File: config.mk
export PLATFORM = sky130hd
export DESIGN_NAME = uart_cmd_decoder_flat
export DESIGN_NICKNAME = d
export VERILOG_FILES = /design/src/rtl/uart_cmd_pkg.sv /design/src/rtl/uart_cmd_decoder_if.sv /design/src/rtl/uart_byte_capture.sv /design/src/rtl/uart_cmd_decoder.sv /design/src/flat_wrapper.sv
export SDC_FILE = /design/constraint.sdc
export NUM_CORES = 1
export LEC_CHECK = 0
export CAP_MARGIN = 20
export CORE_ASPECT_RATIO = 0.8
export CORE_MARGIN = 8
export CORE_UTILIZATION = 53
export DETAILED_ROUTE_END_ITERATION = 10
export MAX_ROUTING_LAYER = met4
export PLACE_DENSITY = 0.8
export SLEW_MARGIN = 20
export SYNTH_ARGS = -nofsm -noshare
export SYNTH_HDL_FRONTEND = slang
export SYNTH_SLANG_ARGS = --single-unit
File: constraint.sdc
create_clock -name clk_baudrate -period 3.2 [get_ports clk_baudrate]
set_clock_uncertainty 0.15 [all_clocks]
set_input_delay 0.32 -clock clk_baudrate [delete_from_list [all_inputs] [get_ports clk_baudrate]]
set_output_delay 0.32 -clock clk_baudrate [all_outputs]
set_load 0.02 [all_outputs]
File: src/rtl/uart_cmd_pkg.sv
// Shared definitions for the UART command decoder: opcodes, FSM states,
// pixel colour width and small arithmetic helpers.
package uart_cmd_pkg;

  localparam int RGB_WIDTH = 24;

  localparam logic [7:0] OP_NOP    = 8'h00;
  localparam logic [7:0] OP_PIXEL  = 8'h50;  // 'P'
  localparam logic [7:0] OP_BRIGHT = 8'h42;  // 'B'
  localparam logic [7:0] OP_SWAP   = 8'h53;  // 'S'

  typedef enum logic [2:0] {
    ST_IDLE,
    ST_P_ROW,
    ST_P_COL,
    ST_P_R,
    ST_P_G,
    ST_P_B,
    ST_B_VAL
  } state_e;

  // True when an address byte is representable in 'width' bits.
  function automatic logic fits(input logic [7:0] value, input int width);
    return (value >> width) == 8'd0;
  endfunction

  // Error counter increment that sticks at 255.
  function automatic logic [7:0] sat_inc(input logic [7:0] value);
    return (value == 8'hFF) ? value : value + 8'd1;
  endfunction

endpackage

File: src/rtl/uart_cmd_decoder_if.sv
// Receiver-to-decoder byte interface: the receiver drives (master), the
// decoder observes (slave).
interface uart_cmd_decoder_if #(
  parameter int DATA_COUNT = 8
);
  logic [DATA_COUNT-1:0] rx_data;
  logic                  rx_running;
  logic                  rx_invalid;

  modport master (output rx_data, output rx_running, output rx_invalid);
  modport slave  (input  rx_data, input  rx_running, input  rx_invalid);
endinterface

File: src/rtl/uart_byte_capture.sv
// Counts the receiver's shift edges to detect frame completion and presents
// the finished byte for one cycle at the following edge (the commit edge).
// The receiver's clock is gated, so the commit edge is normally the first
// edge of the next frame; rx_data still holds the completed byte there
// because the receiver only updates it after that edge.
module uart_byte_capture #(
  parameter int DATA_COUNT = 8,
  parameter int STOP_COUNT = 1
) (
  input  logic                  reset,
  input  logic                  clk_baudrate,
  input  logic [DATA_COUNT-1:0] rx_data,
  input  logic                  rx_running,
  input  logic                  rx_invalid,
  output logic                  byte_valid,
  output logic [DATA_COUNT-1:0] byte_data,
  output logic                  byte_invalid
);

  localparam int FRAME_EDGES = DATA_COUNT + STOP_COUNT;
  localparam int CNT_W       = $clog2(FRAME_EDGES + 1);

  logic [CNT_W-1:0] edge_cnt;
  logic             pending;
  logic             frame_done;

  assign frame_done = rx_running && (edge_cnt == CNT_W'(FRAME_EDGES - 1));

  // Edge counter and pending flag. A pending byte always commits on the very
  // next edge, so pending simply follows frame_done; if a new frame finishes
  // on a commit edge, the commit happens now and the new byte stays pending.
  always_ff @(posedge clk_baudrate or posedge reset) begin
    // NOTE: state registers use non-blocking assignment so every flop in the
    // design samples pre-edge values regardless of statement order.
    if (reset) begin
      edge_cnt <= '0;
      pending  <= 1'b0;
    end else begin
      if (!rx_running || frame_done) edge_cnt <= '0;
      else                           edge_cnt <= edge_cnt + 1'b1;
      pending <= frame_done;
    end
  end

  // The decoder samples these at the commit edge, i.e. the pre-update value.
  assign byte_valid   = pending;
  assign byte_data    = rx_data;
  assign byte_invalid = rx_invalid;

endmodule

File: src/rtl/uart_cmd_decoder.sv
// Parses committed UART bytes into LED-matrix framebuffer commands:
// pixel write (P row col r g b), brightness (B val) and buffer swap (S).
module uart_cmd_decoder
  import uart_cmd_pkg::*;
#(
  parameter int         DATA_COUNT   = 8,
  parameter int         STOP_COUNT   = 1,
  parameter int         ROW_WIDTH    = 5,
  parameter int         COL_WIDTH    = 5,
  parameter logic [7:0] BRIGHT_RESET = 8'hFF
) (
  input  logic                          reset,
  input  logic                          clk_baudrate,
  uart_cmd_decoder_if.slave             rx,
  output logic [ROW_WIDTH+COL_WIDTH-1:0] pixel_addr,
  output logic [RGB_WIDTH-1:0]          pixel_rgb,
  output logic                          pixel_we,
  output logic [7:0]                    brightness,
  output logic                          swap,
  output logic [7:0]                    error_count,
  output logic                          busy
);

  logic                  byte_valid;
  logic [DATA_COUNT-1:0] byte_data;
  logic                  byte_invalid;
  logic [7:0]            cmd_byte;

  state_e                state;
  logic [ROW_WIDTH-1:0]  row_q;
  logic [COL_WIDTH-1:0]  col_q;
  logic [7:0]            r_q;
  logic [7:0]            g_q;
  logic                  addr_bad;

  uart_byte_capture #(
    .DATA_COUNT (DATA_COUNT),
    .STOP_COUNT (STOP_COUNT)
  ) u_capture (
    .reset        (reset),
    .clk_baudrate (clk_baudrate),
    .rx_data      (rx.rx_data),
    .rx_running   (rx.rx_running),
    .rx_invalid   (rx.rx_invalid),
    .byte_valid   (byte_valid),
    .byte_data    (byte_data),
    .byte_invalid (byte_invalid)
  );

  assign cmd_byte = 8'(byte_data);

  // Command FSM: one step per committed byte; strobes last one cycle.
  // busy is kept as its own flop, set/cleared on every IDLE entry/exit.
  always_ff @(posedge clk_baudrate or posedge reset) begin
    if (reset) begin
      state       <= ST_IDLE;
      row_q       <= '0;
      col_q       <= '0;
      r_q         <= '0;
      g_q         <= '0;
      addr_bad    <= 1'b0;
      pixel_addr  <= '0;
      pixel_rgb   <= '0;
      pixel_we    <= 1'b0;
      brightness  <= BRIGHT_RESET;
      swap        <= 1'b0;
      error_count <= '0;
      busy        <= 1'b0;
    end else begin
      pixel_we <= 1'b0;
      swap     <= 1'b0;
      if (byte_valid) begin
        if (byte_invalid) begin
          // Break aborts any partial command; only a real abort is an error.
          if (state != ST_IDLE) error_count <= sat_inc(error_count);
          state <= ST_IDLE;
          busy  <= 1'b0;
        end else begin
          case (state)
            ST_IDLE: begin
              case (cmd_byte)
                OP_NOP: ;
                OP_PIXEL: begin
                  state <= ST_P_ROW;
                  busy  <= 1'b1;
                end
                OP_BRIGHT: begin
                  state <= ST_B_VAL;
                  busy  <= 1'b1;
                end
                OP_SWAP: swap <= 1'b1;
                default: error_count <= sat_inc(error_count);
              endcase
            end
            ST_P_ROW: begin
              row_q    <= cmd_byte[ROW_WIDTH-1:0];
              addr_bad <= !fits(cmd_byte, ROW_WIDTH);
              state    <= ST_P_COL;
            end
            ST_P_COL: begin
              col_q <= cmd_byte[COL_WIDTH-1:0];
              if (!fits(cmd_byte, COL_WIDTH)) addr_bad <= 1'b1;
              state <= ST_P_R;
            end
            ST_P_R: begin
              r_q   <= cmd_byte;
              state <= ST_P_G;
            end
            ST_P_G: begin
              g_q   <= cmd_byte;
              state <= ST_P_B;
            end
            ST_P_B: begin
              if (addr_bad) begin
                error_count <= sat_inc(error_count);
              end else begin
                pixel_we   <= 1'b1;
                pixel_addr <= {row_q, col_q};
                pixel_rgb  <= {r_q, g_q, cmd_byte};
              end
              state <= ST_IDLE;
              busy  <= 1'b0;
            end
            ST_B_VAL: begin
              brightness <= cmd_byte;
              state      <= ST_IDLE;
              busy       <= 1'b0;
            end
            default: begin
              state <= ST_IDLE;
              busy  <= 1'b0;
            end
          endcase
        end
      end
    end
  end

endmodule

File: src/flat_wrapper.sv
// flat-port wrapper written by rule: the top's interface ports become plain ports
module uart_cmd_decoder_flat import uart_cmd_pkg::*;
#(
  parameter int         DATA_COUNT   = 8,
  parameter int         STOP_COUNT   = 1,
  parameter int         ROW_WIDTH    = 5,
  parameter int         COL_WIDTH    = 5,
  parameter logic [7:0] BRIGHT_RESET = 8'hFF
)
  (reset, clk_baudrate, pixel_addr, pixel_rgb, pixel_we, brightness, swap, error_count, busy, rx_rx_data, rx_rx_running, rx_rx_invalid);
  uart_cmd_decoder_if #(.DATA_COUNT(DATA_COUNT)) rx_i ();
  input  logic reset;
  input  logic clk_baudrate;
  output logic [ROW_WIDTH+COL_WIDTH-1:0] pixel_addr;
  output logic [RGB_WIDTH-1:0] pixel_rgb;
  output logic pixel_we;
  output logic [7:0] brightness;
  output logic swap;
  output logic [7:0] error_count;
  output logic busy;
  input wire logic [$bits(rx_i.rx_data)-1:0] rx_rx_data;
  input wire logic [$bits(rx_i.rx_running)-1:0] rx_rx_running;
  input wire logic [$bits(rx_i.rx_invalid)-1:0] rx_rx_invalid;
  assign rx_i.rx_data = rx_rx_data;
  assign rx_i.rx_running = rx_rx_running;
  assign rx_i.rx_invalid = rx_rx_invalid;
  uart_cmd_decoder #(.DATA_COUNT(DATA_COUNT), .STOP_COUNT(STOP_COUNT), .ROW_WIDTH(ROW_WIDTH), .COL_WIDTH(COL_WIDTH), .BRIGHT_RESET(BRIGHT_RESET)) u_core (.reset(reset), .clk_baudrate(clk_baudrate), .rx(rx_i), .pixel_addr(pixel_addr), .pixel_rgb(pixel_rgb), .pixel_we(pixel_we), .brightness(brightness), .swap(swap), .error_count(error_count), .busy(busy));
endmodule
==> metrics.yaml <==
hpwl_um: 5700
clock.fmax_mhz: 406
cap_violations: 0
worst_slack_ps: 738
cp.arrival_ps: 2600
synthDistinctLibCells: 49
cts_hold_buf: 0
die_y_um: 92.1
finalHoldViolCount: 0
synth_edf_count: 0
worst-setup-path-type: "reg -> reg"
post_cts_buffers: 0
crit_top_cell: "nand2_1"
grt.overflow.total: 0
worstPathMaxFanout: 35
clock_latency_ps: 350
final_cell_mix: "nand2_1, dfrtp_1, clkdlybuf4s50_1, mux2_2, clkbuf_8"
grt_pass1_wl_um: 14200
finalWirelength_um: 8260
cellLeakagePower_nw: 2.22
rsz0062_at_grt: "false"
total_power_mw: 1.95
antenna_cells: 0
final_common_cell: "nand2_1"
p_per_area_mw_per_mm2: 414
io-pin-count: 65
numCtsBuffers: 9
start_kind: "register"
setup_viol: 0
port_buffers: 64
syn2layout_area_growth_pct: 22.8
yosysWarnings: 0
path_delay_family: "simple AND/OR/NAND/NOR gates"
fin_crit_sh: 0.769
ir_drop_uv: 278
vias: 2689
nets: 419
synth_ff_type: "dfrtp_1"
core_area_mm2: 0.00696
cts.sinks: 88
critPathSlowestCell: "or4_1"
utilization: 0.678
netlist_instances: 340
cts_root_buf: "clkbuf_8"
drc: 0
viasPerCell: 5.42
seq_area_frac_synth: 0.576
grt.total_usage: 0.175
die_w_um: 111
drt-initial-drc-count: 157
clk_pin_slew_ps: 90
status: "completed"
cts_tree: "done"
die_area_mm2: 0.0102
fin_crit_ps: 2460
clockBufferDepth: 2
hp-class: "in -> async"
fin_setup_tns_ps: 0
drive_gt1_frac: 0.188
initial_utilization: 0.552
slowest_delay_ps: 830
slew_viol_final: 0
netlist_area_mm2: 0.00384
cts_max_level: 3
ctsResizeCount: 0
post_drt_wl_per_cell_um: 16.6
place_congestion: 0.895
synth_area_per_cell_um2: 11.3
worstPathRequired_ps: 3340
synth.net_count: 355
synth.ff_latch_count: 88
antenna_found_initial: 0
nFillCells: 545
worst_pin_slew_ps: 694
max_slew_margin: 0.536
crit_buf_inv: 2
synthArstFlopShare: 1.00
grt_max_degree: 51
dp_slack_ps: 504
dr.pass1.iters: 4
endpoint_kind: "register"
rows: 27
grt_pass1_vias: 2809
ant_nets: 0
crit_chain: "inv_1 -> or4_1 -> inv_4 -> nand2_1 -> nand2_1"
-- power breakdown --
| part | switching, mW | internal, mW | total (mW) |
|---|---|---|---|
| Clock | 0.371 | 0.325 | 0.696 |
| Combinational | 0.0739 | 0.0482 | 0.122 |
| Sequential | 0.0138 | 1.12 | 1.13 |
| Total | 0.459 | 1.49 | 1.95 |
-- registers in the layout (all words and copies together), names as in the netlist --
| register | flops |
|---|---|
| u_core.pixel_we | 1 |
| u_core.addr_bad | 1 |
| u_core.row_q | 5 |
| u_core.col_q | 5 |
| u_core.u_capture.edge_cnt | 4 |
| u_core.pixel_rgb | 24 |
| u_core.pixel_addr | 10 |
| u_core.u_capture.byte_valid | 1 |
| u_core.brightness | 8 |
| u_core.busy | 1 |
| u_core.r_q | 8 |
| u_core.state | 3 |
| u_core.g_q | 8 |
| u_core.swap | 1 |
| u_core.error_count | 8 |
-- worst reg2reg max path: stages (launching register included) --
cell	delay, ps
dfrtp_1	650
inv_1	180
or4_1	830
inv_4	390
nand2_1	140
nand2_1	70
-- final cells by class --
| class | count | area [µm²] | area share |
|---|---|---|---|
| Multi-Input combinational cell | 229 | 1490 | 0.316 |
| Timing Repair Buffer | 69 | 691 | 0.146 |
| Inverter | 7 | 30.0 | 0.00637 |
| Sequential cell | 88 | 2210 | 0.469 |
| Tap cell | 87 | 109 | 0.0231 |
| Clock inverter | 4 | 28.8 | 0.00610 |
| Clock buffer | 12 | 155 | 0.0329 |
-- Yosys cell counts (all sizes together), types with 2 or more instances --
cell	instances	share of area
nand3b	2	0.0039
a21oi	4	0.0052
nand2	113	0.11
buf	15	0.027
or4	4	0.0088
dfstp	8	0.055
and3	2	0.0033
nor2b	2	0.0033
ha	3	0.0098
mux2	35	0.10
o31ai	2	0.0039
nor4b	4	0.019
dfrtp	80	0.52
inv	7	0.0075
o21ai	6	0.0078
nand3	5	0.0065
xnor2	9	0.021
nand4	5	0.0081
o22a	2	0.0046
nor3b	3	0.0059
and2	2	0.0033
nor2	10	0.014
nor3	4	0.0065
-- worst paths after layout --
path                                        startpoint                          endpoint  slack (ps)  cells past startpoint
max                        u_core.state[0]$_DFFE_PP0P_  u_core.pixel_addr[1]$_DFFE_PP0P_         740                      5
min                                              reset   u_core.pixel_rgb[4]$_DFFE_PP0P_         230                      2
max reg2reg                u_core.state[0]$_DFFE_PP0P_  u_core.pixel_addr[1]$_DFFE_PP0P_         740                      5
min reg2reg                u_core.row_q[1]$_DFFE_PP0P_  u_core.pixel_addr[6]$_DFFE_PP0P_         320                      2
max in group asynchronous                        reset  u_core.brightness[3]$_DFFE_PP1P_        1920                      3
min in group clk_baudrate  u_core.row_q[1]$_DFFE_PP0P_  u_core.pixel_addr[6]$_DFFE_PP0P_         320                      2
-- per-stage QoR --
step | hold WS, ps | area, µm² | instances
finish | 234 | 4720 | 496
floorplan | 275 | 3840 | 340
global route | 263 | 4720 | 496
detailed placement | 299 | 4530 | 480
CTS | 235 | 4720 | 496
global placement | 293 | 4530 | 480
-- logic make-up after synthesis --
logic type	count (synthesis)	share of synthesized area
buffers and inverters	23	0.0358
XOR/XNOR	9	0.0205
multiplexers	36	0.106
AND/OR/NAND/NOR	161	0.208
AO/OA/AOI/OAI	20	0.0433
adder cells (fa/ha/maj)	3	0.00977
flip-flops	88	0.576
-- metal layers --
layer | vias up | track usage | routed length, µm
li1 | 1268 | - | -
met1 | 1310 | 0.223 | 3810
met2 | 101 | 0.263 | 3720
met3 | 10 | 0.0560 | 616
met4 | 0 | 0.0487 | 110
met5 | - | - | 0
(Power assumes the default switching activity.)
